--- src/rtl/mc_pkg.sv ---
// mc_pkg: shared definitions for the relPrime multicycle controller.
//   state_t    - controller states (S_RESET is encoding 0)
//   OP_*       - opcode field values
//   CB_*       - bit positions of the fields inside the control word
//   ALU_*, PCSRC_* - field encodings
package mc_pkg;

   typedef enum logic [3:0] {
      S_RESET    = 4'd0,
      S_FETCH    = 4'd1,
      S_DECODE   = 4'd2,
      S_EXEC_R   = 4'd3,
      S_RWB      = 4'd4,
      S_EXEC_I   = 4'd5,
      S_IWB      = 4'd6,
      S_MEM_ADDR = 4'd7,
      S_MEM_RD   = 4'd8,
      S_MEM_WB   = 4'd9,
      S_MEM_WR   = 4'd10,
      S_BRANCH   = 4'd11,
      S_JUMP     = 4'd12,
      S_HALTED   = 4'd13,
      S_ILLEGAL  = 4'd14
   } state_t;

   localparam logic [3:0] OP_RTYPE = 4'h0;
   localparam logic [3:0] OP_ADDI  = 4'h1;
   localparam logic [3:0] OP_LW    = 4'h2;
   localparam logic [3:0] OP_SW    = 4'h3;
   localparam logic [3:0] OP_BEQ   = 4'h4;
   localparam logic [3:0] OP_BNE   = 4'h5;
   localparam logic [3:0] OP_J     = 4'h6;
   localparam logic [3:0] OP_JAL   = 4'h7;
   localparam logic [3:0] OP_HALT  = 4'h8;

   localparam int unsigned CTRL_BITS     = 16;
   localparam int unsigned CB_PCWRITE    = 15;
   localparam int unsigned CB_IRWRITE    = 14;
   localparam int unsigned CB_MEMREQ     = 13;
   localparam int unsigned CB_MEMWE      = 12;
   localparam int unsigned CB_IORD       = 11;
   localparam int unsigned CB_REGWRITE   = 10;
   localparam int unsigned CB_ALUSRCA    = 9;
   localparam int unsigned CB_ALUSRCB_LO = 7;   // 2 bits
   localparam int unsigned CB_ALUOP_LO   = 4;   // 3 bits
   localparam int unsigned CB_PCSRC_LO   = 2;   // 2 bits
   localparam int unsigned CB_MEMTOREG   = 1;
   localparam int unsigned CB_REGDST     = 0;

   localparam logic [2:0] ALU_ADD   = 3'b000;
   localparam logic [2:0] ALU_SUB   = 3'b001;
   localparam logic [2:0] ALU_FUNCT = 3'b010;

   localparam logic [1:0] PCSRC_ALU    = 2'b00;
   localparam logic [1:0] PCSRC_TARGET = 2'b01;
   localparam logic [1:0] PCSRC_JUMP   = 2'b10;

endpackage

--- src/rtl/mc_ctrl_decode.sv ---
// mc_ctrl_decode: combinational state -> datapath control word table.
//   state_i     current controller state
//   go_i        FETCH may issue its memory request (single-step gate)
//   mem_ready_i memory completes the current access this cycle
//   zero_i      ALU zero flag (BRANCH)
//   is_bne_i    opcode is BNE (inverts branch sense)
//   is_jal_i    opcode is JAL (link write in JUMP)
//   ctrl_o      control word, field layout from mc_pkg
module mc_ctrl_decode
   import mc_pkg::*;
#(
   parameter int unsigned CTRL_W = 16
) (
   input  state_t              state_i,
   input  logic                go_i,
   input  logic                mem_ready_i,
   input  logic                zero_i,
   input  logic                is_bne_i,
   input  logic                is_jal_i,
   output logic [CTRL_W-1:0]   ctrl_o
);

   logic [CTRL_BITS-1:0] w;

   always_comb begin
      w = '0;
      case (state_i)
         S_FETCH: begin
            if (go_i) begin
               w[CB_MEMREQ]              = 1'b1;
               w[CB_ALUSRCB_LO +: 2]     = 2'b01;
               w[CB_ALUOP_LO +: 3]       = ALU_ADD;
               w[CB_PCSRC_LO +: 2]       = PCSRC_ALU;
               // IR load and PC+1 only on the completing cycle
               w[CB_IRWRITE]             = mem_ready_i;
               w[CB_PCWRITE]             = mem_ready_i;
            end
         end
         S_DECODE: begin
            w[CB_ALUSRCB_LO +: 2] = 2'b11;
            w[CB_ALUOP_LO +: 3]   = ALU_ADD;
         end
         S_EXEC_R: begin
            w[CB_ALUSRCA]         = 1'b1;
            w[CB_ALUOP_LO +: 3]   = ALU_FUNCT;
         end
         S_RWB: begin
            w[CB_REGWRITE] = 1'b1;
            w[CB_REGDST]   = 1'b1;
         end
         S_EXEC_I, S_MEM_ADDR: begin
            w[CB_ALUSRCA]         = 1'b1;
            w[CB_ALUSRCB_LO +: 2] = 2'b10;
            w[CB_ALUOP_LO +: 3]   = ALU_ADD;
         end
         S_IWB: begin
            w[CB_REGWRITE] = 1'b1;
         end
         S_MEM_RD: begin
            w[CB_MEMREQ] = 1'b1;
            w[CB_IORD]   = 1'b1;
         end
         S_MEM_WB: begin
            w[CB_MEMTOREG] = 1'b1;
            w[CB_REGWRITE] = 1'b1;
         end
         S_MEM_WR: begin
            // MemWE is a qualifier of the request, held for the whole access
            w[CB_MEMREQ] = 1'b1;
            w[CB_MEMWE]  = 1'b1;
            w[CB_IORD]   = 1'b1;
         end
         S_BRANCH: begin
            w[CB_ALUSRCA]         = 1'b1;
            w[CB_ALUOP_LO +: 3]   = ALU_SUB;
            w[CB_PCSRC_LO +: 2]   = PCSRC_TARGET;
            w[CB_PCWRITE]         = zero_i ^ is_bne_i;
         end
         S_JUMP: begin
            w[CB_PCWRITE]         = 1'b1;
            w[CB_PCSRC_LO +: 2]   = PCSRC_JUMP;
            w[CB_REGWRITE]        = is_jal_i;
         end
         default: w = '0;
      endcase
   end

   assign ctrl_o = CTRL_W'(w);

endmodule

--- src/rtl/mc_ctrl_fsm.sv ---
// mc_ctrl_fsm: multicycle control unit for the 16-bit relPrime datapath.
//   CLK, RST_N     clock; asynchronous active-low reset
//   opcode         IR opcode field, stable from DECODE onwards
//   zero           ALU zero flag, used in BRANCH
//   mem_ready      memory completes the current access this cycle
//   dbg_step_mode  pause in FETCH until dbg_step
//   dbg_step       one-cycle pulse releasing one instruction
//   ctrl           datapath control word
//   current_state  registered state, next_state combinational next state
//   halted         high in HALTED; illegal sticky undefined-opcode flag
module mc_ctrl_fsm
   import mc_pkg::*;
#(
   parameter int unsigned OPC_W   = 4,
   parameter int unsigned STATE_W = 5,
   parameter int unsigned CTRL_W  = 16
) (
   input  logic               CLK,
   input  logic               RST_N,
   input  logic [OPC_W-1:0]   opcode,
   input  logic               zero,
   input  logic               mem_ready,
   input  logic               dbg_step_mode,
   input  logic               dbg_step,
   output logic [CTRL_W-1:0]  ctrl,
   output logic [STATE_W-1:0] current_state,
   output logic [STATE_W-1:0] next_state,
   output logic               halted,
   output logic               illegal
);

   state_t state_q, state_d;
   logic   step_q, step_d;
   logic   illegal_q, illegal_d;
   logic   go;

   logic is_r, is_addi, is_lw, is_sw, is_beq, is_bne, is_j, is_jal, is_halt;

   assign is_r    = (opcode == OPC_W'(OP_RTYPE));
   assign is_addi = (opcode == OPC_W'(OP_ADDI));
   assign is_lw   = (opcode == OPC_W'(OP_LW));
   assign is_sw   = (opcode == OPC_W'(OP_SW));
   assign is_beq  = (opcode == OPC_W'(OP_BEQ));
   assign is_bne  = (opcode == OPC_W'(OP_BNE));
   assign is_j    = (opcode == OPC_W'(OP_J));
   assign is_jal  = (opcode == OPC_W'(OP_JAL));
   assign is_halt = (opcode == OPC_W'(OP_HALT));

   // A step seen in FETCH stays armed until that fetch completes
   assign go = ~dbg_step_mode | step_q | dbg_step;

   always_comb begin
      state_d = state_q;
      case (state_q)
         S_RESET:    state_d = S_FETCH;
         S_FETCH:    if (go && mem_ready) state_d = S_DECODE;
         S_DECODE: begin
            if (is_r)                  state_d = S_EXEC_R;
            else if (is_addi)          state_d = S_EXEC_I;
            else if (is_lw || is_sw)   state_d = S_MEM_ADDR;
            else if (is_beq || is_bne) state_d = S_BRANCH;
            else if (is_j || is_jal)   state_d = S_JUMP;
            else if (is_halt)          state_d = S_HALTED;
            else                       state_d = S_ILLEGAL;
         end
         S_EXEC_R:   state_d = S_RWB;
         S_RWB:      state_d = S_FETCH;
         S_EXEC_I:   state_d = S_IWB;
         S_IWB:      state_d = S_FETCH;
         S_MEM_ADDR: state_d = is_lw ? S_MEM_RD : S_MEM_WR;
         S_MEM_RD:   if (mem_ready) state_d = S_MEM_WB;
         S_MEM_WB:   state_d = S_FETCH;
         S_MEM_WR:   if (mem_ready) state_d = S_FETCH;
         S_BRANCH:   state_d = S_FETCH;
         S_JUMP:     state_d = S_FETCH;
         S_HALTED:   state_d = S_HALTED;
         S_ILLEGAL:  state_d = S_HALTED;
         default:    state_d = S_RESET;
      endcase

      step_d    = (state_q == S_FETCH) && (state_d == S_FETCH) && (step_q || dbg_step);
      illegal_d = illegal_q || (state_d == S_ILLEGAL);
   end

   always_ff @(posedge CLK or negedge RST_N) begin
      if (!RST_N) begin
         state_q   <= S_RESET;
         step_q    <= 1'b0;
         illegal_q <= 1'b0;
      end else begin
         state_q   <= state_d;
         step_q    <= step_d;
         illegal_q <= illegal_d;
      end
   end

   mc_ctrl_decode #(.CTRL_W(CTRL_W)) u_decode (
      .state_i     (state_q),
      .go_i        (go),
      .mem_ready_i (mem_ready),
      .zero_i      (zero),
      .is_bne_i    (is_bne),
      .is_jal_i    (is_jal),
      .ctrl_o      (ctrl)
   );

   assign current_state = STATE_W'(state_q);
   assign next_state    = STATE_W'(state_d);
   assign halted        = (state_q == S_HALTED);
   assign illegal       = illegal_q;

endmodule

--- config.mk ---
export PLATFORM = sky130hd
export DESIGN_NAME = mc_ctrl_fsm
export DESIGN_NICKNAME = d
export VERILOG_FILES = /design/src/rtl/mc_pkg.sv /design/src/rtl/mc_ctrl_decode.sv /design/src/rtl/mc_ctrl_fsm.sv
export SDC_FILE = /design/constraint.sdc
export NUM_CORES = 1
export LEC_CHECK = 0
export BUFFER_PORTS_ARGS = -buffer_cell sky130_fd_sc_hd__clkbuf_2
export CAP_MARGIN = 20
export CORE_MARGIN = 5
export CORE_UTILIZATION = 41
export DETAILED_ROUTE_END_ITERATION = 6
export PLACE_DENSITY = 0.8
export SLEW_MARGIN = 20
export SYNTH_ARGS = -nofsm -noshare
export SYNTH_HDL_FRONTEND = slang
export SYNTH_SLANG_ARGS = --single-unit
--- constraint.sdc ---
create_clock -name CLK -period 2.07 [get_ports CLK]
set_clock_uncertainty 0.1 [all_clocks]
set_input_delay 0.414 -clock CLK [delete_from_list [all_inputs] [get_ports CLK]]
set_output_delay 0.414 -clock CLK [all_outputs]
set_load 0.1 [all_outputs]
==> results.md, run 1 <==
- Die span in y: 48.4 um
- Initial cell density of the core: 0.448
- Most used DFF post-synth: dfrtp_1
- Post-synth EDFFs: 0
- Post-synth ARST share: 1.00
- Num ports: 38
- Stop err: [ERROR DPL-0038] Utilization greater than 100%, impossible to legalize
- Buffers on Ports: 34
- Outcome: stopped before the end
- Synth cell types: 32
- Synth Register Bits: 6
- Cell Area, Synth: 604 sq um
- Syn avg cell area: 7.11 sq um
- Post-Syn Instances: 85
- Last stage: detailed placement
- Register area share after synthesis: 0.248
- RePlAce Congestion: 0.902
- Syn. warnings: 0
- Chip Width: 48.4 um
- # rows: 13
==> stage by stage <==
| step | setup slack, ns | hold WS (ns) |
|---|---|---|
| floorplan | -0.599 | 0.0184 |
| global placement | -0.0784 | 0.139 |
==> synthesized netlist by cell type, types with 2 or more instances <==
cell       n  area (sq um)
or2_2      2          12.5
nor3_1     5          25.0
inv_1      6          22.5
buf_2      2          10.0
a22o_1     2          17.5
dfrtp_1    6           150
a21oi_1    5          25.0
nand2b_1   5          31.3
clkbuf_1   2          7.51
o21ai_0    5          25.0
and3_1     2          12.5
a311oi_1   2          17.5
nor2_1    11          41.3
buf_4      3          22.5
nand2_1   10          37.5
==> cells by family after synthesis <==
family / Yosys count / share of synthesized area
AO/OA/AOI/OAI: 23 / 0.269
other: 1 / 0.00621
XOR/XNOR: 2 / 0.0290
buffers and inverters: 13 / 0.104
AND/OR/NAND/NOR: 40 / 0.344
flip-flops: 6 / 0.248
==> run 2, diff against run 1 <==
Settings changed: CORE_AREA set to 5 5 66 68, CORE_MARGIN 5 to unset, CORE_UTILIZATION 41 to unset, DIE_AREA set to 0 0 71 73, PLACE_DENSITY 0.8 to unset, PLACE_DENSITY_LB_ADDON set to 0.15.
==> run 2 against run 1 <==
  * The flow now finishes, with violations (setup timing)
  * Synthesized cell count is the same
  * Area after synthesis unchanged
==> results.md, run 2 <==
- Outcome: finished with violations (was stopped before the end)
- Failing checks: setup timing
- Mux cell area share after synthesis: 0 (unchanged)
- Nets@finish: 168
- Final worst slack: -0.358 ns
- Most frequent cells after synthesis: 11 x nor2_1, 10 x nand2_1, 6 x dfrtp_1, 6 x inv_1 (unchanged)
- Rel. slew slack: 0.637
- Setup violations, final: 12
- Dpl hpwl: 2060 um
- FF+latch area: 165 sq um
- Post-synth EDFFs: 0 (unchanged)
- Most frequent cells in the layout: 23 x buf_4, 21 x buf_12, 14 x clkbuf_2
- Dpl cell area: 1470 sq um
- Antenna Violating Nets Remaining: 0
- Endpoint class of the critical path: output pin
- RSZ-0062 raised after global routing: yes
- Syn-to-layout area delta: 209%
- Core area: 3800 sq um
- Chip Width: 71 um (was 48.4 um)
- DR pass1 iterations: 4
- Share of cells above drive strength 1: 0.745
- Largest net degree at the start of global routing: 16
- DRC violations left: 0
- Syn. warnings: 0 (unchanged)
- Fillers: 361
- Number of global-route vias before repair: 923
- Fmax: 412 MHz
- Buffers on Ports: 34 (unchanged)
- Antenna violations before repair: 0
- Post-synth ARST share: 1.00 (unchanged)
- Max-cap violations: 0
- Max Buffers Root-to-Sink: 2
- HP Class: reg -> reg
- Register area share after synthesis: 0.248 (unchanged)
- Via count: 898
- H-tree Lvls: 1
- Post-Syn Instances: 85 (unchanged)
- Vias/cell: 4.34
- Worst-margin pin slew: 0.546 ns
- Clk Latency, worst-skew pair: 0.23 ns
- Total track usage: 0.110
- Clock tree root buffer cell: clkbuf_8
- CTS tree: done
- Largest family of logic cells by synthesized area: simple AND/OR/NAND/NOR gates (unchanged)
- Largest register FFs: 4
- Num CTS Buffers: 3
- Xor/xnor share of the synthesized area: 0.0290 (unchanged)
- Tmin final: 2.43 ns
- Final-report hold violation count: 0
- Synth Register Bits: 6 (unchanged)
- Clk slew on worst S/H paths: 0.04 ns
- WS Path Type: reg -> out
- Num ports: 38 (unchanged)
- Most used DFF post-synth: dfrtp_1 (unchanged)
- CTS Sinks: 6
- Cell Area, Synth: 604 sq um (unchanged)
- Post-DR wirelength/cell: 13.7 um
- Area leader, netlist: dfrtp_1 (unchanged)
- Synthesized-area fraction occupied by adder cells: 0 (unchanged)
- Top-count cell post-synth: nor2_1 (unchanged)
- Critical path required time: 1.56 ns
- Worst path arrival time: 1.91 ns
- Syn avg cell area: 7.11 sq um (unchanged)
- Biggest register: state_q
- DRT iter0 DRCs: 40
- Global-route wire length before repair: 4490 um
- Crit start category: flop
- Crit-path max FO: 2
- Diodes inserted: 0
- Total global routing overflow: 0
- RePlAce Congestion: 0.761 (was 0.902)
- Synth top area share: 0.248 (unchanged)
- Fin crit share: 1.17
- Final Routed Wirelength: 2830 um
- Initial cell density of the core: 0.159 (was 0.448)
- Multi-input logic area: 709 sq um
- Final count of pins violating max slew: 0
- Die span in y: 73 um (was 48.4 um)
- # rows: 23 (was 13)
- Post-Synth Simple-Gate Area: 0.344 (unchanged)
- Main area contributors after synthesis: dfrtp_1 25%, nor2_1 6.8%, nand2_1 6.2%, nand2b_1 5.2%, a21oi_1 4.1% (unchanged)
- Post-synthesis compound-gate area fraction: 0.269 (unchanged)
- Post-route cell area: 1870 sq um
- Leading cell type in the layout, fill and taps excluded: buf_4
- Synth cell types: 32 (unchanged)
- Die Area: 5180 sq um
-- run 2: final timing paths --
path / endpoint / cells past startpoint / slack, ns / start
worst min-delay path: illegal$_DFF_PN0_ / 1 / 0.36 / illegal$_DFF_PN0_
worst min register to register: illegal$_DFF_PN0_ / 1 / 0.36 / illegal$_DFF_PN0_
worst max-delay path: ctrl[15] / 6 / -0.36 / state_q[3]$_DFF_PN0_
worst max register to register: illegal$_DFF_PN0_ / 6 / 0.18 / state_q[3]$_DFF_PN0_
min in group asynchronous: state_q[1]$_DFF_PN0_ / 2 / 0.46 / RST_N
max in group asynchronous: state_q[0]$_DFF_PN0_ / 2 / 1.24 / RST_N
-- run 2: final cells by class --
class / instances / area share
Timing Repair Buffer: 73 / 0.453
Multi-Input combinational cell: 68 / 0.380
Sequential cell: 6 / 0.0885
Tap cell: 50 / 0.0335
Clock buffer: 4 / 0.0241
Inverter: 6 / 0.0208
-- run 2: metal layers --
layer  vias up  global-route usage  share of wire
met4         0              0.0626          0.021
met5         -                   0              0
met2        24               0.185           0.55
met1       432               0.137           0.41
met3         4             0.00826          0.022
li1        438                   -              -
-- run 2: per-stage QoR --
stage / utilization / setup TNS (ns) / cells / setup slack, ns / hold slack, ns
floorplan: - / -5.42 / 87 / -0.599 / 0.0184
detailed placement: 0.388 / -0.366 / 189 / -0.118 / 0.149
finish: 0.491 / -2.40 / 207 / -0.358 / 0.363
global route: 0.491 / -3.09 / 207 / -0.402 / 0.433
CTS: 0.455 / -2.52 / 202 / -0.338 / 0.372
global placement: 0.388 / -0.263 / 189 / -0.102 / 0.142
-- run 2: repair_timing --
| action | CTS | global route |
|---|---|---|
| endpoints found under the hold margin | 6 | 0 |
| pin swaps | 11 | 10 |
| hold buffers | 1 | 0 |
| setup endpoints to repair | 18 | 20 |
| setup buffers | 8 | 6 |
| gates resized for setup | 32 | 21 |
-- run 2: kinds of logic (layout without fill, tap and decap cells) --
group | count (synthesis) | count (layout)
AND/OR/NAND/NOR | 40 | 40
AO/OA/AOI/OAI | 23 | 23
buffers and inverters | 13 | 83
flip-flops | 6 | 6
XOR/XNOR | 2 | 2
other | 1 | 3
-- run 2: worst max-delay path, cell delays in order, from the launching register on --
cell        delay, ns
dfrtp_4          0.46
or4b_4           0.58
a21oi_4          0.18
nand2_4          0.09
clkinvlp_4       0.10
a211o_4          0.11
buf_12           0.16
Power of run 2 is left out: the tool's default activity adds up to more than one toggle a clock period on the data nets, which glitch-free logic cannot reach.
==> run 3, diff against run 2 <==
Settings changed: CELL_PAD_IN_SITES_DETAIL_PLACEMENT set to 0, CELL_PAD_IN_SITES_GLOBAL_PLACEMENT set to 1, CTS_CLUSTER_DIAMETER set to 30, SLEW_MARGIN 20 to unset.
==> run 3 against run 2 <==
  * The run still ends with setup timing left
  * Critical path depth did not move
  * Die area did not move
  * Flip-flop and latch count did not move
  * Highest routed layer unchanged
==> results.md, run 3 (synthesized netlist as in run 2, its figures left out) <==
- Nets@finish: 161 (was 168)
- Crit start category: flop (unchanged)
- Total track usage: 0.106 (was 0.110)
- DR pass1 iterations: 4 (unchanged)
- Via count: 844 (was 898)
- # rows: 23 (unchanged)
- Max-cap violations: 0 (unchanged)
- R2R Path End: illegal$_DFF_PN0_ (unchanged)
- Largest net degree at the start of global routing: 16 (unchanged)
- Largest register FFs: 4 (unchanged)
- Most frequent cells in the layout: 23 x buf_4, 20 x buf_12, 14 x clkbuf_2 (was 23 x buf_4, 21 x buf_12, 14 x clkbuf_2)
- Global-route wire length before repair: 4420 um (was 4490 um)
- Initial cell density of the core: 0.159 (unchanged)
- RSZ-0062 raised after global routing: yes (unchanged)
- Hold Crit Start: illegal$_DFF_PN0_ (unchanged)
- Crit-path max FO: 2 (unchanged)
- Vias/cell: 4.22 (was 4.34)
- Antenna violations before repair: 0 (unchanged)
- DRT iter0 DRCs: 21 (was 40)
- Final-report hold violation count: 0 (unchanged)
- Failing checks: setup timing (unchanged)
- Core area: 3800 sq um (unchanged)
- Fillers: 383 (was 361)
- R2R depth: 8 (was 6)
- Fmax: 420 MHz (was 412 MHz)
- WS Path Type: reg -> out (unchanged)
- Dpl hpwl: 1990 um (was 2060 um)
- Chip Width: 71 um (unchanged)
- DRC violations left: 0 (unchanged)
- Die Area: 5180 sq um (unchanged)
- Critical path required time: 1.56 ns (about the same)
- Biggest register: state_q (unchanged)
- Final count of pins violating max slew: 0 (unchanged)
- Worst-margin pin slew: 0.546 ns (about the same)
- Clock tree root buffer cell: clkbuf_8 (unchanged)
- Clk Latency, worst-skew pair: 0.22 ns (was 0.23 ns)
- Final Routed Wirelength: 2510 um (was 2830 um)
- H-tree Lvls: 1 (unchanged)
- RePlAce Congestion: 0.749 (was 0.761)
- Clk slew on worst S/H paths: 0.04 ns (about the same)
- Setup violations, final: 11 (was 12)
- Outcome: finished with violations (unchanged)
- Pre-CTS WS: -0.131 ns (was -0.118 ns)
- HP Class: reg -> reg (unchanged)
- CTS Sinks: 6 (unchanged)
- Tmin final: 2.38 ns (was 2.43 ns)
- Num ports: 38 (unchanged)
- Final worst slack: -0.314 ns (was -0.358 ns)
- Endpoint class of the critical path: output pin (unchanged)
- Total global routing overflow: 0 (unchanged)
- Flop2flop setup slack: 0.23 ns (was 0.18 ns)
- R2R Path Start: state_q[2]$_DFF_PN0_ (was state_q[3]$_DFF_PN0_)
- Number of global-route vias before repair: 941 (was 923)
- Die span in y: 73 um (unchanged)
- Fin crit share: 1.15 (was 1.17)
- Num CTS Buffers: 3 (unchanged)
- Max Buffers Root-to-Sink: 2 (unchanged)
- Antenna Violating Nets Remaining: 0 (unchanged)
- Syn-to-layout area delta: 183% (was 209%)
- Rel. slew slack: 0.638 (was 0.637)
- Cells on Worst Hold Path: 1 (unchanged)
- Crit path from: state_q[2]$_DFF_PN0_ (was state_q[3]$_DFF_PN0_)
- Diodes inserted: 0 (unchanged)
- CTS tree: done (unchanged)
- Worst hold endpoint: illegal$_DFF_PN0_ (unchanged)
- Buffers on Ports: 34 (unchanged)
- Worst path arrival time: 1.87 ns (was 1.91 ns)
- Leading cell type in the layout, fill and taps excluded: buf_4 (unchanged)
- Post-DR wirelength/cell: 12.6 um (was 13.7 um)
- Share of cells above drive strength 1: 0.727 (was 0.745)
## run 3: worst max path at each step
stage	to	slack (ns)	cells after the start
2_1_floorplan	ctrl[15]	-0.60	5
3_3_place_gp	ctrl[15]	-0.11	6
3_5_place_dp	ctrl[15]	-0.13	6
4_1_cts	ctrl[15]	-0.32	6
5_1_grt	ctrl[15]	-0.39	6
6_report	ctrl[15]	-0.31	6
## run 3: area by class of cell
| type | count | area (sq um) | area share |
|---|---|---|---|
| timing repair buffer | 66 | 754 | 0.442 |
| clock buffer | 4 | 45.0 | 0.0264 |
| tap | 50 | 62.6 | 0.0366 |
| multi-input combinational | 68 | 647 | 0.379 |
| inverter | 6 | 33.8 | 0.0198 |
| sequential | 6 | 165 | 0.0967 |
## run 3: metal layers
layer / track usage / vias up / wire [um]
met5: 0 / - / 0
li1: - / 429 / -
met1: 0.133 / 389 / 1090
met4: 0.0355 / 0 / 30
met3: 0.0193 / 4 / 120
met2: 0.183 / 22 / 1270
## run 3: stage by stage
stage	instances	TNS, ns	utilization	hold slack [ns]	instance area, sq um
floorplan	87	-5.42	-	0.0184	840
global placement	185	-0.282	0.380	0.145	1440
detailed placement	185	-0.381	0.380	0.146	1440
CTS	197	-2.03	0.439	0.372	1670
global route	200	-2.80	0.450	0.383	1710
finish	200	-1.92	0.450	0.371	1710
## run 3: repair_timing
action	4_1_cts	5_1_grt
pin swaps	10	6
gates cloned	0	0
buffers inserted	7	3
hold buffers	1	0
gates resized for setup	27	6
hold endpoints to repair	6	0
setup endpoints to repair	15	17
## run 3: worst max-delay path, cell delays in order, from the launching register on
cell,delay (ns)
dfrtp_4,0.46
or4b_4,0.57
a21oi_4,0.16
nand2_4,0.09
clkinvlp_4,0.10
a211o_4,0.11
buf_12,0.16
Power of run 3 is left out for the same reason.
